[src/rtl/load_pkg.sv]
// Shared types for the load sequencer: load encodings, completion codes and FSM states.
package load_pkg;

  typedef enum logic [2:0] {
    F3_LB  = 3'b000,
    F3_LH  = 3'b001,
    F3_LW  = 3'b010,
    F3_LD  = 3'b011,
    F3_LBU = 3'b100,
    F3_LHU = 3'b101,
    F3_LWU = 3'b110,
    F3_ILL = 3'b111
  } funct3_e;

  typedef enum logic [1:0] {
    ERR_OK       = 2'b00,
    ERR_MISALIGN = 2'b01,
    ERR_ILLEGAL  = 2'b10,
    ERR_TIMEOUT  = 2'b11
  } err_e;

  typedef enum logic [1:0] {
    S_IDLE = 2'b00,
    S_REQ  = 2'b01,
    S_EXT  = 2'b10,
    S_FIN  = 2'b11
  } state_e;

  // Request-time check; illegal encoding takes priority over alignment.
  function automatic err_e load_check(logic [2:0] f3, logic [2:0] off);
    err_e res;
    res = ERR_OK;
    case (funct3_e'(f3))
      F3_ILL:         res = ERR_ILLEGAL;
      F3_LH, F3_LHU:  res = (off[0] != 1'b0) ? ERR_MISALIGN : ERR_OK;
      F3_LW, F3_LWU:  res = (off[1:0] != 2'b00) ? ERR_MISALIGN : ERR_OK;
      F3_LD:          res = (off != 3'b000) ? ERR_MISALIGN : ERR_OK;
      default:        res = ERR_OK;
    endcase
    return res;
  endfunction

endpackage

[src/rtl/load_extend.sv]
// Picks the addressed byte/half/word/double out of a little-endian doubleword
// and sign- or zero-extends it to 64 bits.
module load_extend
  import load_pkg::*;
(
  input  logic [63:0] dw,
  input  logic [2:0]  offset,
  input  logic [2:0]  funct3,
  output logic [63:0] ext
);

  logic [63:0] shifted;

  assign shifted = dw >> {offset, 3'b000};

  always_comb begin
    ext = shifted;
    case (funct3_e'(funct3))
      F3_LB:   ext = {{56{shifted[7]}}, shifted[7:0]};
      F3_LH:   ext = {{48{shifted[15]}}, shifted[15:0]};
      F3_LW:   ext = {{32{shifted[31]}}, shifted[31:0]};
      F3_LBU:  ext = {56'd0, shifted[7:0]};
      F3_LHU:  ext = {48'd0, shifted[15:0]};
      F3_LWU:  ext = {32'd0, shifted[31:0]};
      default: ext = shifted;
    endcase
  end

endmodule

[src/rtl/load_seq_ctrl.sv]
// Load sequencer: checks the request, issues one doubleword read with a bounded
// wait for mem_ack, then extends the addressed field into load_data.
//
// state  | meaning
// IDLE   | waiting for start; request is checked here
// REQ    | mem_req asserted, counting cycles until mem_ack or timeout
// EXT    | extend captured doubleword into load_data
// FIN    | done pulse with err code, then back to IDLE
module load_seq_ctrl
  import load_pkg::*;
#(
  parameter int TIMEOUT = 15
) (
  input  logic        clk,
  input  logic        reset_n,
  input  logic        start,
  input  logic [2:0]  funct3,
  input  logic [63:0] addr,
  output logic        mem_req,
  output logic [63:0] mem_addr,
  input  logic        mem_ack,
  input  logic [63:0] mem_rdata,
  output logic        busy,
  output logic        done,
  output logic [63:0] load_data,
  output logic [1:0]  err
);

  localparam int CW = (TIMEOUT < 2) ? 1 : $clog2(TIMEOUT + 1);
  localparam logic [CW-1:0] CNT_LAST = CW'(TIMEOUT - 1);

  state_e      state;
  logic [CW-1:0] cnt;
  logic [2:0]  f3_q;
  logic [2:0]  off_q;
  logic [63:0] rdata_q;
  logic [63:0] ext_val;
  err_e        chk;

  assign chk = load_check(funct3, addr[2:0]);

  load_extend u_extend (
    .dw     (rdata_q),
    .offset (off_q),
    .funct3 (f3_q),
    .ext    (ext_val)
  );

  always_ff @(posedge clk or negedge reset_n) begin
    if (!reset_n) begin
      state     <= S_IDLE;
      cnt       <= '0;
      f3_q      <= 3'b000;
      off_q     <= 3'b000;
      rdata_q   <= 64'd0;
      mem_req   <= 1'b0;
      mem_addr  <= 64'd0;
      busy      <= 1'b0;
      done      <= 1'b0;
      load_data <= 64'd0;
      err       <= ERR_OK;
    end else begin
      done <= 1'b0;
      case (state)
        S_IDLE: begin
          if (start) begin
            f3_q  <= funct3;
            off_q <= addr[2:0];
            cnt   <= '0;
            busy  <= 1'b1;
            if (chk != ERR_OK) begin
              err   <= chk;
              done  <= 1'b1;
              state <= S_FIN;
            end else begin
              mem_addr <= {addr[63:3], 3'b000};
              mem_req  <= 1'b1;
              state    <= S_REQ;
            end
          end
        end
        S_REQ: begin
          // An ack on the final counted cycle still completes the load.
          if (mem_ack) begin
            rdata_q <= mem_rdata;
            mem_req <= 1'b0;
            state   <= S_EXT;
          end else if (cnt == CNT_LAST) begin
            mem_req <= 1'b0;
            err     <= ERR_TIMEOUT;
            done    <= 1'b1;
            state   <= S_FIN;
          end else begin
            cnt <= cnt + CW'(1);
          end
        end
        S_EXT: begin
          load_data <= ext_val;
          err       <= ERR_OK;
          done      <= 1'b1;
          state     <= S_FIN;
        end
        S_FIN: begin
          busy  <= 1'b0;
          state <= S_IDLE;
        end
        default: state <= S_IDLE;
      endcase
    end
  end

endmodule

[config.mk]
export PLATFORM = sky130hd
export DESIGN_NAME = load_seq_ctrl
export DESIGN_NICKNAME = d
export VERILOG_FILES = /design/src/rtl/load_pkg.sv /design/src/rtl/load_extend.sv /design/src/rtl/load_seq_ctrl.sv
export SDC_FILE = /design/constraint.sdc
export NUM_CORES = 1
export LEC_CHECK = 0
export CORE_UTILIZATION = 38
export CTS_CLUSTER_SIZE = 24
export DETAILED_ROUTE_END_ITERATION = 7
export PLACE_DENSITY = 0.65
export SKIP_CTS_REPAIR_TIMING = 1
export SYNTH_ARGS = -nofsm -noshare
export SYNTH_HDL_FRONTEND = slang
export SYNTH_SLANG_ARGS = --single-unit
[constraint.sdc]
create_clock -name clk -period 6.1 [get_ports clk]
set_input_delay 0.915 -clock clk [delete_from_list [all_inputs] [get_ports clk]]
set_output_delay 0.915 -clock clk [all_outputs]
set_load 0.05 [all_outputs]
# After elaboration in Yosys (flattened, before gate mapping)
# Index checks and enable logic that the tools add are counted.
# W data, S select, Z words.
[op_classes] reduce_logical=18 n_eq_ne=22 shift=1 n_mux=30 bitwise=1 add_sub_neg=1
[ops] cell="$pmux W64 S6" count=1
[ops] cell="$shr A64 B6 Y64" count=1
[ops] cell="$eq A3 B3 Y1 const B" count=6
[ops] cell="$pmux W2 S4" count=2
[ops] cell="$mux W2" count=7
[ops] cell="$mux W1" count=12
[ops] cell="$mux W4" count=3
[ops] cell="$ne A2 B2 Y1 const B" count=6
[ops] cell="$eq A3 B2 Y1 const B" count=3
[ops] cell="$pmux W4 S2" count=1
[ops] cell="$reduce_and A2 Y1" count=4
[ops] cell="$reduce_and A4 Y1" count=2
[ops] cell="$reduce_bool A2 Y1" count=4
[ops] cell="$eq A3 B1 Y1 const B" count=2
[ops] cell="$pmux W2 S3" count=1
[ops] cell="$reduce_bool A3 Y1" count=2
[ops] cell="$reduce_and A5 Y1" count=1
[ops] cell="$add A4 B1 Y4 const B" count=1
[ops] cell="$eq A2 B2 Y1 const B" count=2
[ops] cell="$eq A4 B4 Y1 const B" count=1
[ops] cell="$pmux W1 S2" count=2
[ops] cell="$reduce_or A2 Y1" count=2
[ops] cell="$logic_not A3 Y1" count=1
[ops] cell="$ne A3 B3 Y1 const B" count=1
[ops] cell="5 further kinds" count=5
[word_totals] word_cells=84 regBits=206 output_inout_bits=133

# Depth between registers and ports, before layout
# Gate-level depths: netlist (run 1).
[depth] depth_word=7 mapped_depth=8

# Cells and area by module
# Synthesis (run 1) repeated with hierarchy kept, for this count alone.
[unflattened] cells_unflattened=793 area_unflattened_um2=10611.4
[modules_own_cells] module="load_seq_ctrl" instances=1 seq_area_each_um2=5154.9 cells_each=500 area_each_um2=8272.9
[modules_own_cells] module="load_extend" instances=1 seq_area_each_um2=0.0 cells_each=293 area_each_um2=2338.5

# Least setup slack after synthesis (run 1)
# Ideal clock, no wire load.
[synth_timing] path_type="input-to-reg" start="input port addr[2]" end="register mem_addr[10]" slack_ns=3.769 t_required_ns=5.975 arrival_ns=2.206 setup_ns=0.125 cell_stages=6 path_cell_list="o21a_1 -> o21ai_0 -> and2_0 -> nand3_1 -> clkbuf_1 -> mux2_2"
[synth_between] elab_chain_len=6
[synth_lines] item="start: declaration" line="load_seq_ctrl.sv:18" text="input logic [63:0] addr,"
[synth_lines] item="$reduce_bool A3 Y1" line="load_pkg.sv:37" text="F3_LD: res = (off != 3'b000) ? ERR_MISALIGN : ERR_OK;"
[synth_lines] item="$mux W1" line="load_pkg.sv:37"
[synth_lines] item="$pmux W2 S4" line="load_pkg.sv:33" text="case (funct3_e'(f3))"
[synth_lines] item="$reduce_bool A2 Y1" line="load_seq_ctrl.sv:71" text="if (chk != ERR_OK) begin"
[synth_lines] item="$not A1 Y1 (no line)"
[synth_lines] item="$reduce_and A3 Y1 (no line)"
[synth_lines] item="end signal: assignment" line="load_seq_ctrl.sv:76" text="mem_addr <= {addr[63:3], 3'b000};"
[synth_lines] item="end: declaration" line="load_seq_ctrl.sv:20" text="output logic [63:0] mem_addr,"
# Every way passes these cells.
# A chain may end at the register's enable or synchronous reset.

# Worst setup path after layout (run 1)
[layout_timing] start="register off_q[1]" end="register load_data[37]"
[layout_between] elab_chain_len=2
[layout_lines] item="start: declaration" line="load_seq_ctrl.sv:35" text="logic [2:0] off_q;"
[layout_lines] item="start signal: assignment" line="load_seq_ctrl.sv:68" text="off_q <= addr[2:0];"
[layout_lines] item="$shr A64 B6 Y64" line="load_extend.sv:14" text="assign shifted = dw >> {offset, 3'b000};"
[layout_lines] item="$pmux W64 S6" line="load_extend.sv:18" text="case (funct3_e'(funct3))"
[layout_lines] item="end signal: assignment" line="load_seq_ctrl.sv:98" text="load_data <= ext_val;"
[layout_lines] item="end: declaration" line="load_seq_ctrl.sv:25" text="output logic [63:0] load_data,"
# Every way passes these cells.

==> impl_metrics.ini, run 1 <==
[run_status]
status = complete, no violations

[placement]
portBuffers = 264
gp_congestion = 0.8492
dp_hpwl_um = 20140

[clock_tree]
cts_root_buffer = clkbuf_16
numClockSinks = 206
h-tree-depth = 1
path_clk_slew_ps = 70
cts_made_buffers = 24
clk_path_buf_depth = 3
cts_tree = built
insertion_delay_ps = 530

[route]
vias = 7304
drtIter0Drc = 669
post-route-drc-count = 0
drtAntennaViolNets = 0
wl_per_cell_um = 19.31
drtPass1Iterations = 5
finalWirelength_um = 27580
vias_per_cell = 5.115

[hold_path]
min_path_type = in2async

[floorplan]
die-width_um = 164.1
die_area_um2 = 26920
ios = 268
die_y_um = 164.1
core_um2 = 25470
rows = 58
initial_core_util_pct = 39.19

[worst_setup_path]
cp-start-kind = register
critPathKind = reg2reg
endpoint_kind = register
cp_data_arrival_time_ps = 3870
ff2ff_path_depth = 7
path_max_fanout = 42
required_ps = 6440

[global_routing]
grt_start_max_net_pins = 119
grt_usage_pct = 20.44
antenna_found_initial = 0
grt_pass1_wl_um = 42340
grt_pass1_vias = 7288
grt-ovfl-total = 0

[final_layout]
seqCellArea_um2 = 5157
postLayoutCoreUtil_pct = 53.67
multi_input_area_um2 = 4488
drive_gt1_share_pct = 22.86
diodes = 0
syn_to_final_growth_pct = 36.96
layout.nets = 1222
fillCellCount = 2222

[yosys]
ys_ff_latch = 206
yosysSeqAreaShare_pct = 51.64
ys_types = 49
synth_area_per_cell_um2 = 11.88
synth_flop_cell = dfrtp_1
synth_common_cells = 206 x dfrtp_1, 148 x mux2_2, 83 x nor2_1
yosysTopAreaCell = dfrtp_1
synth.most_common_cell = dfrtp_1
syn-cell-area_um2 = 9982
ys_async_sr_fraction_pct = 100.0
yosysWarningCount = 0
synth-edff-count = 0
synth_top_area_share_pct = 51.64
synthTopCellsByArea = dfrtp_1 52%, mux2_2 17%, mux2i_1 4.3%
synthCells = 840

[timing]
finalSetupViolCount = 0
hold_ws_ps = 443.1
rsz0062_at_grt = no
fin_crit_ps = 3530
hold_viol_final = 0
finalSetupTns_ps = 0
fmax_mhz = 283.3
maxSlewViolCount = 0
worst_pin_slew_ps = 1053
period_share_pct = 57.87
relSlewSlack_pct = 29.82
fin_worst_skew_ps = 21.30

[job]
cap_violations = 0

[power]
irDropWorstVdd_mv = 0.3797
p_leak_nw = 5.660
power_density_nw_per_um2 = 686.9
## worst max-delay path: stages (launching register included)
cell	delay, ps
dfrtp_2	940
buf_4	500
mux2_2	420
mux4_2	480
and3_4	210
nor3_4	150
buf_4	450
a31oi_2	150
## path summary, 6_finish.rpt
check	from	endpoint	slack [ps]
hold reg to reg	mem_addr[52]$_DFFE_PN0P_	mem_addr[52]$_DFFE_PN0P_	500
max in group asynchronous	reset_n	off_q[0]$_DFFE_PN0P_	4540
hold / removal	reset_n	rdata_q[36]$_DFFE_PN0P_	440
setup reg to reg	off_q[1]$_DFFE_PN0P_	load_data[37]$_DFFE_PN0P_	2570
setup / recovery	off_q[1]$_DFFE_PN0P_	load_data[37]$_DFFE_PN0P_	2570
min in group clk	mem_addr[52]$_DFFE_PN0P_	mem_addr[52]$_DFFE_PN0P_	500
## power by group
group / switching (mW) / internal (mW)
clock network: 0.572 / 0.861
logic: 3.16 / 2.09
registers: 0.647 / 2.06
## cells by family (layout without fill, tap and decap cells)
logic type,after synthesis,in the layout,share of synthesized area [%]
compound gates,148,148,11.88
buf+inv,83,339,3.673
simple gates,194,194,8.674
mux,202,202,23.34
other cells,1,3,0.03757
fa+ha+maj,6,6,0.7520
flops,206,206,51.64
## registers in the layout, indices dropped and copies added (netlist names)
name / flops
mem_req: 1
cnt: 4
mem_addr: 61
rdata_q: 64
state: 2
load_data: 64
busy: 1
done: 1
off_q: 3
err: 2
f3_q: 3
## metal layers
metal | track usage, % | vias up | wire length, um
met3 | 3.687 | 37 | 1978
li1 | - | 3501 | -
met4 | 4.588 | 0 | 402
met2 | 31.55 | 237 | 12790
met5 | 0 | - | 0
met1 | 29.71 | 3529 | 12410
## per-stage QoR
| stage | area (um2) | cells | total power, mW | setup WS, ps |
|---|---|---|---|---|
| after floorplan | 9990 | 842 | 6.297 | 3769 |
| after global placement | 12870 | 1385 | 7.925 | 2656 |
| after detailed placement | 12870 | 1385 | 7.986 | 2595 |
| after CTS | 13670 | 1428 | 9.456 | 2577 |
| after global routing | 13670 | 1428 | 9.915 | 2386 |
| final | 13670 | 1428 | 9.391 | 2570 |
## area by class of cell
class / count / share of cell area (%)
repair buffers: 273 / 19.94
clock inverters: 8 / 0.5766
well taps: 330 / 3.020
inverters: 23 / 0.6315
flip-flops and latches: 206 / 37.72
clock buffers: 35 / 5.280
multi-input cells: 553 / 32.83
## cell usage in the layout (no fill, tap or decap), types with 3 or more instances in the layout
cell type,instances
mux2i_1,43
nor2_1,83
o22a_1,11
clkinv_2,5
ha_1,5
dfrtp_1,204
a211oi_1,14
clkdlybuf4s50_1,263
nand3_1,10
a21oi_1,34
clkbuf_1,3
nand2b_1,11
inv_1,21
a2bb2oi_1,4
buf_4,8
o21ai_0,20
mux4_2,9
nor2b_1,12
clkbuf_16,24
a31oi_1,3
or3_1,8
mux2_2,148
clkbuf_8,9
a31oi_2,30
o221ai_1,15
conb_1,3
nand2_1,57
No activity file was read; power rests on OpenSTA's default activity.
==> run 2, diff against run 1 <==
--- a/config.mk
+++ b/config.mk
@@ -8,7 +8,7 @@
 export CORE_UTILIZATION = 38
 export CTS_CLUSTER_SIZE = 24
 export DETAILED_ROUTE_END_ITERATION = 7
-export PLACE_DENSITY = 0.65
+export PLACE_DENSITY = 0.68
 export SKIP_CTS_REPAIR_TIMING = 1
 export SYNTH_ARGS = -nofsm -noshare
 export SYNTH_HDL_FRONTEND = slang
==> constraint.sdc (replaced) <==
create_clock -name clk -period 3 [get_ports clk]
set_input_delay 0.45 -clock clk [delete_from_list [all_inputs] [get_ports clk]]
set_output_delay 0.45 -clock clk [all_outputs]
set_load 0.05 [all_outputs]
==> run 2 against run 1 <==
Compared with the run above:
- total power is 100% higher
- critical endpoint is now load_data[60]$_DFFE_PN0P_
- routed wire length up 1.0%
- setup slack worse by 1900 ps
- critical path type unchanged
- clock power increased by 87%
- cell area about the same
- clock skew shrank 9.3 ps
- critical path depth decreased by 1
- core utilization hardly changed
- clock-buffer cell count decreased by 6
- non-clock buffer count is 5 higher
==> impl_metrics.ini, run 2 (synthesis gave the netlist of run 1 again) <==
[placement]
dp_hpwl_um = 20600
gp_congestion = 0.8328
placed_cells = 1390
place_area_um2 = 12980
portBuffers = 264

[timing]
fmax_mhz = 427.1
rsz0062_at_grt = no
fin_crit_ps = 2341
fin_worst_skew_ps = 11.99
maxSlewViolCount = 0
worst_pin_slew_ps = 835.1
period_share_pct = 78.04
finalSetupViolCount = 0
relSlewSlack_pct = 44.30
hold_viol_final = 0
finalSetupTns_ps = 0

[job]
cap_violations = 0

[clock_tree]
cts_tree = built
cts_root_buffer = clkbuf_16
h-tree-depth = 1
numClockSinks = 206
path_clk_slew_ps = 60
cts_made_buffers = 23
clk_path_buf_depth = 3
insertion_delay_ps = 510

[worst_setup_path]
cp_data_arrival_time_ps = 2700
required_ps = 3360
r2r-start = off_q[1]$_DFFE_PN0P_
critPathKind = reg2reg
ff2ff_path_depth = 6
endpoint = load_data[60]$_DFFE_PN0P_
path_max_fanout = 32
cp-start-kind = register
r2r_setup_slack_ps = 660
crit_start = off_q[1]$_DFFE_PN0P_
worstReg2RegEnd = load_data[60]$_DFFE_PN0P_
endpoint_kind = register

[global_routing]
grt_start_max_net_pins = 85
grt_pass1_vias = 6994
antenna_found_initial = 0
grt_pass1_wl_um = 41630
grt_usage_pct = 20.27
grt-ovfl-total = 0

[final_layout]
final_cell_mix = 263 x clkdlybuf4s50_1, 204 x dfrtp_1, 148 x mux2_2
diodes = 0
syn_to_final_growth_pct = 37.09
layout.nets = 1226
stdcell_count = 1426
reg_top3 = load_data x64, rdata_q x64, mem_addr x61
fin_area_um2 = 13680
final_common_cell = clkdlybuf4s50_1
drive_gt1_share_pct = 22.81
fillCellCount = 2207

[route]
drtIter0Drc = 550
vias = 7303
finalWirelength_um = 27860
drtPass1Iterations = 5
post-route-drc-count = 0
wl_per_cell_um = 19.54
drtAntennaViolNets = 0
vias_per_cell = 5.121

[power]
p_leak_nw = 5.667
power_density_nw_per_um2 = 1386
irDropWorstVdd_mv = 0.7852

[run_status]
status = complete, no violations

[floorplan]
ios = 268
die_y_um = 164.1
die-width_um = 164.1
initial_core_util_pct = 39.19
die_area_um2 = 26920
core_um2 = 25470
rows = 58

[hold_path]
min_path_type = in2async
run 2: cell count changes in the layout (fill, tap and decap cells not counted), sizes merged:
cell	change
buf	+5
clkbuf	-6
clkinv	-1
run 2: per-stage QoR:
step / setup slack [ps] / total power, mW / util (%) / hold WS, ps
detailed placement: 538.3 / 16.31 / 50.97 / 491.7
CTS: 655.0 / 19.07 / 53.72 / 23.08
global route: 491.0 / 19.98 / 53.72 / 45.74
floorplan: 840.7 / 12.80 / - / 154.4
finish: 658.8 / 18.97 / 53.72 / 11.37
global placement: 584.6 / 16.18 / 50.97 / 486.0
run 2: cell type report:
type | instances | area, um2 | share of cell area [%]
flip-flops and latches | 206 | 5157 | 37.69
multi-input cells | 553 | 4488 | 32.80
repair buffers | 278 | 2839 | 20.75
clock buffers | 29 | 638.1 | 4.663
well taps | 330 | 412.9 | 3.017
inverters | 23 | 86.33 | 0.6309
clock inverters | 7 | 62.56 | 0.4572
run 2: worst max-delay path: stages, from the launching register on:
cell and delay (ps):
dfrtp_2 510, mux2_2 410, mux4_2 490, and3_4 220, nor3_4 190, buf_12 250
a31oi_2 110
run 2: worst min path at each step:
stage | startpoint | end | cells after the start
final | reset_n | mem_addr[62]$_DFFE_PN0P_ | 1
after global routing | reset_n | mem_addr[13]$_DFFE_PN0P_ | 1
after CTS | reset_n | mem_addr[22]$_DFFE_PN0P_ | 1
after detailed placement | mem_addr[51]$_DFFE_PN0P_ | mem_addr[51]$_DFFE_PN0P_ | 1
after global placement | rdata_q[5]$_DFFE_PN0P_ | rdata_q[5]$_DFFE_PN0P_ | 1
after floorplan | reset_n | busy$_DFFE_PN0P_ | 0
run 2: routing by layer:
layer	wire [um]	vias to the layer above	track usage, %
met2	12660	207	30.07
met4	701	0	5.976
li1	-	3503	-
met5	0	-	0
met3	1375	45	2.955
met1	13120	3548	30.39
run 2: power by group:
part	internal, mW	total, mW	leakage (nW)	switching, mW
clock	1.57	2.67	0.348	1.10
sequential	4.20	5.36	2.48	1.16
combinational	4.33	10.9	2.84	6.61
